`src/rtl/pencoder.sv`:
```
// pencoder: priority encoder with registered outputs.
// Reports the index of the highest-numbered set bit of `in` on `out`.
// `valid` flags whether any bit was set. Latency is one cycle, and there
// is no combinational path from `in` to the outputs.
module pencoder #(
  parameter int unsigned WIDTH = 8,
  parameter int unsigned OUT_W = 3
) (
  input  logic             clk,
  input  logic             rst,
  input  logic [WIDTH-1:0] in,
  output logic [OUT_W-1:0] out,
  output logic             valid
);

  // Reject parameter combinations that cannot encode every input index.
  if (WIDTH < 2 || (WIDTH & (WIDTH - 1)) != 0 || OUT_W != $clog2(WIDTH)) begin : g_param_check
    $error("pencoder: WIDTH must be a power of two >= 2 and OUT_W must equal log2(WIDTH)");
  end

  logic [OUT_W-1:0] idx;
  logic             any;

  // Scan from the lowest bit upward so that the highest set bit is written last and wins.
  always_comb begin
    idx = '0;
    for (int unsigned i = 0; i < WIDTH; i++) begin
      if (in[i]) idx = OUT_W'(i);
    end
    any = |in;
  end

  // Output register. Reset clears both outputs at once, without waiting for a clock edge.
  always_ff @(posedge clk or posedge rst) begin
    if (rst) begin
      out   <= '0;
      valid <= 1'b0;
    end else begin
      out   <= idx;
      valid <= any;
    end
  end

endmodule

```
`config.mk`:
```
export PLATFORM = sky130hd
export DESIGN_NAME = pencoder
export DESIGN_NICKNAME = d
export VERILOG_FILES = /design/src/rtl/pencoder.sv
export SDC_FILE = /design/constraint.sdc
export NUM_CORES = 1
export LEC_CHECK = 0
export BUFFER_PORTS_ARGS = -buffer_cell sky130_fd_sc_hd__clkbuf_2
export CORE_AREA = 4 4 41 43
export CTS_BUF_LIST = sky130_fd_sc_hd__clkbuf_8
export DETAILED_ROUTE_END_ITERATION = 8
export DIE_AREA = 0 0 45 47
export GPL_TIMING_DRIVEN = 1
export PLACE_DENSITY = 0.35
export SLEW_MARGIN = 20
export SYNTH_ARGS = -nofsm -noshare
export SYNTH_HDL_FRONTEND = slang
export SYNTH_SLANG_ARGS = --single-unit
```
`constraint.sdc`:
```
create_clock -name clk -period 0.8 [get_ports clk]
set_clock_uncertainty 0.1 [all_clocks]
set_input_delay 0.24 -clock clk [delete_from_list [all_inputs] [get_ports clk]]
set_output_delay 0.24 -clock clk [all_outputs]
set_load 0.1 [all_outputs]
```
==> results of run 1 <==
-- metal layers --
| metal | vias to the layer above | GRT usage (%) |
|---|---|---|
| met5 | - | 0 |
| met4 | 0 | 10.5 |
| met3 | 0 | 1.15 |
| met2 | 11 | 8.47 |
| met1 | 81 | 3.90 |
| li1 | 90 | - |
-- logic make-up (layout without fill, tap and decap cells) --
family,after synthesis,count (layout)
simple gates,6,6
compound gates,4,4
flops,4,4
buf+inv,3,20
-- flip-flops by register name (all words and copies together), names as in the netlist --
signal	count
valid	1
out	3
-- cells in the final DEF, fill, tap and decap left out --
cell type and n:
clkbuf_2 9, o31ai_2 1, clkbuf_8 3, a21oi_2 1, dfrtp_4 4, nor2_1 4
nand4_1 1, inv_1 2, dlygate4sd3_1 1, buf_12 4, nand2_1 1, inv_2 1
a21oi_1 1, o31ai_1 1
-- power by group through the flow --
stage | sequential (mW) | combinational, mW | clock, mW
global route | 0.223 | 0.161 | 0.456
global placement | 0.226 | 0.147 | 0
CTS | 0.223 | 0.154 | 0.425
floorplan | 0.281 | 0.0226 | 0
detailed placement | 0.226 | 0.150 | 0
finish | 0.223 | 0.152 | 0.412
-- area by class of cell --
| class | count | area, um^2 |
|---|---|---|
| clock buffers | 3 | 41.3 |
| fillers | 143 | 921 |
| inverters | 3 | 11.3 |
| multi-input cells | 10 | 58.8 |
| flip-flops and latches | 4 | 115 |
| well taps | 15 | 18.8 |
| repair buffers | 14 | 135 |
-- path summary, 6_finish.rpt --
kind                       startpoint     end  slack, ns  depth (start not counted)
min                             in[0]   valid       0.15                          3
max                            out[2]  out[2]      -0.39                          1
max in group asynchronous         rst  out[0]       0.08                          3
min in group asynchronous         rst  out[1]       0.35                          3
-- repair_timing --
action,in CTS,in global routing
endpoints found under the hold margin,4,0
endpoints found under the setup margin,4,4
gates resized for setup,0,0
hold buffers,1,0
-- stage by stage --
stage,area (um^2),setup WS [ns],hold slack (ns)
6_report,380,-0.391,0.147
5_1_grt,380,-0.409,0.157
4_1_cts,380,-0.398,0.148
3_5_place_dp,329,-0.170,0.0115
3_3_place_gp,329,-0.169,0.00465
2_1_floorplan,185,-0.132,-0.0938
==> summary.md, run 1 <==
| Metric | Value |
|---|---|
| Area leader, netlist | dfrtp_1 |
| Slew headroom | 86.9% |
| Mux share of post-synthesis cell area | 0% |
| Metal2 WL | 241 um |
| Post-DRT Antenna Nets | 0 |
| RSZ-0062 raised after global routing | true |
| H-tree depth | 1 |
| Primary FF master, synth | dfrtp_1 |
| Die Span X | 45 um |
| Comb pwr share | 19.3% |
| Crit start category | flip-flop |
| Routed wire length | 428 um |
| Initial DRC Count | 6 |
| Yosys cell types | 10 |
| Syn Nets | 27 |
| Met1 WL | 131 um |
| GP Congestion | 0.597 |
| Sequential share of the synthesized area | 58.8% |
| Reg clk slew, reported paths | 0.03 ns |
| Pleak | 0.173 nW |
| Largest net degree at the start of global routing | 5 |
| Syn_area_per_cell | 10.0 um^2 |
| Cell breakdown of the critical path | buf_12 |
| Synth warn | 0 |
| Setup TNS | -1.56 ns |
| Final Core Density | 29.2% |
| Pre-antenna DRT Iters | 2 |
| Cell Pwr Density | 2070 nW/um^2 |
| Drt wl/cell | 8.73 um |
| Worst path slowest cell | dfrtp_4 |
| Sw Ratio | 24.3% |
| Violated checks | negative setup slack |
| Fraction of layout cells with a size suffix above 1 | 67.6% |
| Net Sw Power | 191 uW |
| Total die area | 2120 um^2 |
| Crit path buf inv count | 1 |
| Clock root buffer | clkbuf_8 |
| GRT Total Usage | 5.39% |
| Largest family of logic cells by synthesized area | compound AO/OA/AOI/OAI gates |
| Max stage delay on crit path | 0.47 ns |
| Synth top area cells | dfrtp_1 (59%), nor2_1 (8.8%), o31ai_2 (7.4%), a21oi_2 (5.1%), inv_1 (4.4%) |
| DR DRC count | 0 |
| Total clock buffers created by CTS | 3 |
| Maximum clock rate | 0.840 GHz |
| Total power | 787 uW |
| Detail Route met3 WL | 56 um |
| Peak supply drop | 0.678 mV |
| Compound-Gate Fraction of Synth Area | 19.9% |
| WP data arrival | 0.85 ns |
| Die Y | 47 um |
| Power Internal | 596 uW |
| Synth cell count leaders | dfrtp_1 (4), nor2_1 (4), inv_1 (2) |
| Final Non-Filler Cells | 49 |
| Post-synth EDFFs | 0 |
| Sinks on Clock Net | 4 |
| Max FO, Critical Path | 1 |
| GRT overflow | 0 |
| CTS Buffer Depth | 2 |
| Post-Synth Simple-Gate Area | 14.7% |
| CP endpoint kind | output port |
| Port Buffers | 13 |
| Clock period minus worst slack | 1.19 ns |
| Fin. max-slew vios | 0 |
| Status | complete, but fails checks |
| Xor/xnor share of the synthesized area | 0% |
| Area growth syn-to-layout | 124% |
| CP required | 0.46 ns |
| Final worst-path setup slack | -0.391 ns |
| IO Count | 14 |
| Clock power frac | 52.3% |
| Family with the most delay on the worst path | flip-flops |
| Gate Count Post-Synth | 17 |
| # diodes | 0 |
| CTS tree | built |
| Core area | 1300 um^2 |
| # setup viols final | 4 |
| Synth top area share | 58.8% |
| Least-Margin Pin Slew | 0.196 ns |
| Post-synthesis adder-cell area fraction | 0% |
| Routed vias/inst | 3.71 |
| Final period utilization | 149% |
| Number of post-CTS setup repair buffers | 0 |
| Power share of the sequential group | 28.3% |
| Placed cells | 45 |
| Worst min-delay path category | primary input to flip-flop |
| Ys async rst share | 100% |
| Top Metal Used | met3 |
| Post-DP HPWL | 388 um |
| Critical path class | flip-flop to output port |
| Initial antenna violation count | 0 |
| #FFs+latches synth | 4 |
| Max cap viols | 0 |
| First-pass GRT wire length | 669 um |
| Starting Density | 13.1% |
| Number of global-route vias before repair | 174 |
| Routed vias | 182 |
| Final Hold Viols | 0 |
| Mapped cell area | 170 um^2 |
| Final net count | 46 |
| # rows | 13 |
Power figures use the tool's default switching activity.
==> inputs of run 2 (changes only) <==
CTS_CLUSTER_SIZE = 16   (was not set)
SKIP_CTS_REPAIR_TIMING = 1   (was not set)
TNS_END_PERCENT = 30   (was not set)
==> run 2 against run 1 <==
The run still ends with negative setup slack left. Sequential cell count stayed put. First-iteration DRC count did not move. Clock-buffer cell count is the same. Worst setup slack about the same. Critical path type unchanged. Largest power group unchanged.
==> summary.md, run 2 (synthesized netlist as in run 1, its figures left out) <==
| Metric | Value |
|---|---|
| Initial antenna violation count | 0 |
| Register with the most flip-flops | out |
| Commonest cells after routing, fill and taps aside | clkbuf_2 (9), nor2_1 (4), dfrtp_4 (4), buf_12 (4), clkbuf_8 (3) |
| GRT Total Usage | 5.31% |
| Regs by FF count | out: 3 flops, valid: 1 flops |
| Family with the most delay on the worst path | flip-flops |
| Routed vias | 182 |
| Starting Density | 13.1% |
| Max cap viols | 0 |
| Die Span X | 45 um |
| Drt wl/cell | 8.76 um |
| Worst path slowest cell | dfrtp_4 |
| Post-DP HPWL | 388 um |
| GP Congestion | 0.597 |
| Crit start category | flip-flop |
| # rows | 13 |
| Critical path class | flip-flop to output port |
| Peak supply drop | 0.678 mV |
| Final net count | 46 |
| Initial DRC Count | 6 |
| WP data arrival | 0.85 ns |
| Worst hold margin | 0.147 ns |
| Maximum clock rate | 0.840 GHz |
| Final Hold Viols | 0 |
| Die Y | 47 um |
| First-pass GRT wire length | 655 um |
| Reg clk slew, reported paths | 0.03 ns |
| Cell Pwr Density | 2070 nW/um^2 |
| IO Count | 14 |
| Slew headroom | 86.9% |
| Net Sw Power | 191 uW |
| Routed wire length | 429 um |
| H-tree depth | 1 |
| Final Non-Filler Cells | 49 |
| Core area | 1300 um^2 |
| Fraction of layout cells with a size suffix above 1 | 67.6% |
| Sinks on Clock Net | 4 |
| Area growth syn-to-layout | 124% |
| Final period utilization | 149% |
| Violated checks | negative setup slack |
| # diodes | 0 |
| Pre-antenna DRT Iters | 2 |
| Comb pwr share | 19.3% |
| Cell breakdown of the critical path | buf_12 |
| GRT overflow | 0 |
| Clock power frac | 52.3% |
| Largest net degree at the start of global routing | 5 |
| Least-Margin Pin Slew | 0.196 ns |
| Fin. max-slew vios | 0 |
| Most common cell after layout, fill and taps aside | clkbuf_2 |
| RSZ-0062 raised after global routing | true |
| Status | complete, but fails checks |
| CTS tree | built |
| Max FO, Critical Path | 1 |
| Placed cells | 45 |
| # setup viols final | 4 |
| Post-DRT Antenna Nets | 0 |
| Max stage delay on crit path | 0.47 ns |
| Power share of the sequential group | 28.4% |
| Crit path buf inv count | 1 |
| Port Buffers | 13 |
| Clock period minus worst slack | 1.19 ns |
| Worst min-delay path category | primary input to flip-flop |
| Total clock buffers created by CTS | 3 |
| Max FFs per register | 3 |
| Total die area | 2120 um^2 |
| Total power | 787 uW |
| Number of global-route vias before repair | 172 |
| CP endpoint kind | output port |
| Clock root buffer | clkbuf_8 |
| Sw Ratio | 24.3% |
| CTS Buffer Depth | 2 |
| Routed vias/inst | 3.71 |
| Pleak | 0.173 nW |
| Final worst-path setup slack | -0.391 ns |
| CP required | 0.46 ns |
| Setup TNS | -1.56 ns |
| Power Internal | 596 uW |
| DR DRC count | 0 |
-- run 2: cell counts in the layout (fill, tap and decap cells not counted) --
No cell type changed its count.
-- run 2: per-layer routing --
metal	routed length, um	global-route usage (%)	up-vias	share of wire, %
li1	-	-	90	-
met1	131	3.67	81	31
met2	241	8.47	11	56
met3	56	1.15	0	13
met4	0	10.5	0	0
met5	0	0	-	0
-- run 2: power by group through the flow --
stage / combinational [mW] / clock [mW] / sequential (mW)
floorplan: 0.0226 / 0 / 0.281
global placement: 0.147 / 0 / 0.226
detailed placement: 0.150 / 0 / 0.226
CTS: 0.150 / 0.425 / 0.223
global route: 0.161 / 0.456 / 0.223
finish: 0.152 / 0.412 / 0.223
-- run 2: final timing paths --
path / from / end / cells after the start
hold / removal: in[0] / valid / 3
min in group asynchronous: rst / out[1] / 3
max in group asynchronous: rst / out[0] / 3
setup / recovery: out[2] / out[2] / 1
-- run 2: stage by stage --
| stage | util, % | instance area (um^2) | worst slack (ns) |
|---|---|---|---|
| floorplan | - | 185 | -0.132 |
| global placement | 25.3 | 329 | -0.169 |
| detailed placement | 25.3 | 329 | -0.170 |
| CTS | 28.5 | 370 | -0.398 |
| global route | 29.2 | 380 | -0.409 |
| finish | 29.2 | 380 | -0.391 |
-- run 2: worst min-delay path: cells and delay by family --
family / cells / cell delay (ns)
simple gates: 2 / 0.10
buf+inv: 1 / 0.07
-- run 2: final cells by class --
class	count	area, um^2
fill	145	921
timing repair buffer	14	135
sequential	4	115
multi-input combinational	10	58.8
clock buffer	3	41.3
tap	15	18.8
inverter	3	11.3
==> inputs of run 3 (changes only) <==
PLACE_DENSITY = 0.34   (was 0.35)
clock period = 1.5 ns   (was 0.8 ns; I/O delays follow)
==> run 3 against run 2 <==
The run ends with negative hold slack left. Combinational power is 48% lower. Critical path depth stayed put. Sequential power is 48% lower. Clock-buffer cell count stayed put. Global-route usage is 0.15 points lower. Sequential cell count stayed put. Sequential share of layout area is 2.1 points lower. Critical endpoint is now valid.
==> summary.md, run 3 (synthesized netlist as in run 1, its figures left out) <==
| Metric | Value |
|---|---|
| Port Buffers | 13 |
| Clock root buffer | clkbuf_8 |
| Crit path buf inv count | 1 |
| GP Congestion | 0.602 |
| CP endpoint kind | output port |
| Regs by FF count | out: 3 flops, valid: 1 flops |
| Max FFs per register | 3 |
| Commonest cells after routing, fill and taps aside | clkbuf_2 (9), nor2_1 (4), dfrtp_1 (4), buf_12 (4), clkbuf_8 (3) |
| Largest net degree at the start of global routing | 5 |
| Initial antenna violation count | 0 |
| Die Span X | 45 um |
| Max cap viols | 0 |
| First-pass GRT wire length | 683 um |
| DR DRC count | 0 |
| Cell Pwr Density | 1170 nW/um^2 |
| Pleak | 0.169 nW |
| Final Hold Viols | 4 |
| GRT overflow | 0 |
| Status | complete, but fails checks |
| Maximum clock rate | 0.756 GHz |
| Worst path slowest cell | dfrtp_1 |
| # rows | 13 |
| # diodes | 0 |
| Pre-antenna DRT Iters | 2 |
| WP data arrival | 0.77 ns |
| Fin. max-slew vios | 0 |
| CTS Buffer Depth | 2 |
| Worst min-delay path category | primary input to async pin |
| Total power | 415 uW |
| CP required | 0.95 ns |
| # setup viols final | 0 |
| Most common cell after layout, fill and taps aside | clkbuf_2 |
| Sinks on Clock Net | 4 |
| Total clock buffers created by CTS | 3 |
| Starting Density | 13.1% |
| Total die area | 2120 um^2 |
| Placed inst area | 314 um^2 |
| Max stage delay on crit path | 0.38 ns |
| CTS tree | built |
| Core area | 1300 um^2 |
| Post-route cell area | 355 um^2 |
| IO Count | 14 |
| Max FO, Critical Path | 1 |
| H-tree depth | 1 |
| Setup TNS | 0 ns |
| Routed vias/inst | 3.75 |
| Fraction of layout cells with a size suffix above 1 | 57.6% |
| Cell breakdown of the critical path | buf_12 |
| Post-DP HPWL | 398 um |
| Critical path class | flip-flop to output port |
| Family with the most delay on the worst path | flip-flops |
| GRT Total Usage | 5.15% |
| Post-DRT Antenna Nets | 0 |
| Area growth syn-to-layout | 109% |
| Least-Margin Pin Slew | 0.195 ns |
| Routed wire length | 444 um |
| Routed vias | 180 |
| Final period utilization | 88.1% |
| Violated checks | negative hold slack |
| Drt wl/cell | 9.25 um |
| RSZ-0062 raised after global routing | false |
| Number of global-route vias before repair | 188 |
| Final net count | 45 |
| Reg clk slew, reported paths | 0.03 ns |
| Crit start category | flip-flop |
| Slew headroom | 86.9% |
| Register with the most flip-flops | out |
| Worst hold margin | -0.00983 ns |
| Die Y | 47 um |
| Clock period minus worst slack | 1.32 ns |
| Initial DRC Count | 2 |
| Peak supply drop | 0.311 mV |
run 3: stage by stage:
stage                     utilization, %  std cells  setup WS (ns)
after floorplan                        -         17         0.0667
after global placement              24.1         45          0.405
after detailed placement            24.1         45          0.398
after CTS                           27.3         48          0.168
after global routing                27.3         48          0.158
final                               27.3         48          0.178
run 3: cell type report:
cell class                      count  area, um^2
Sequential cell                     4         100
Timing Repair Buffer               13         125
Tap cell                           15        18.8
Multi-Input combinational cell     10        58.8
Fill cell                         149         946
Clock buffer                        3        41.3
Inverter                            3        11.3
run 3: report_power, final:
| group | switching, mW | total, mW | internal (mW) |
|---|---|---|---|
| Combinational | 0.0493 | 0.0790 | 0.0297 |
| Clock | 0.0487 | 0.219 | 0.170 |
| Sequential | 0.00336 | 0.116 | 0.113 |
| Total | 0.101 | 0.415 | 0.313 |
run 3: layer usage:
| metal | up-vias | share of wire [%] | global-route usage, % |
|---|---|---|---|
| met5 | - | 0 | 0 |
| met4 | 0 | 0 | 7.02 |
| met3 | 0 | 15 | 3.45 |
| met2 | 14 | 42 | 6.21 |
| met1 | 78 | 43 | 5.06 |
| li1 | 88 | - | - |
run 3: path summary, 6_finish.rpt:
path,from,end,slack (ns),cells past startpoint
setup / recovery,valid,valid,0.18,1
hold / removal,rst,valid,-0.01,2
max in group asynchronous,rst,out[0],1.17,2
min in group clk,in[7],out[0],0.36,3
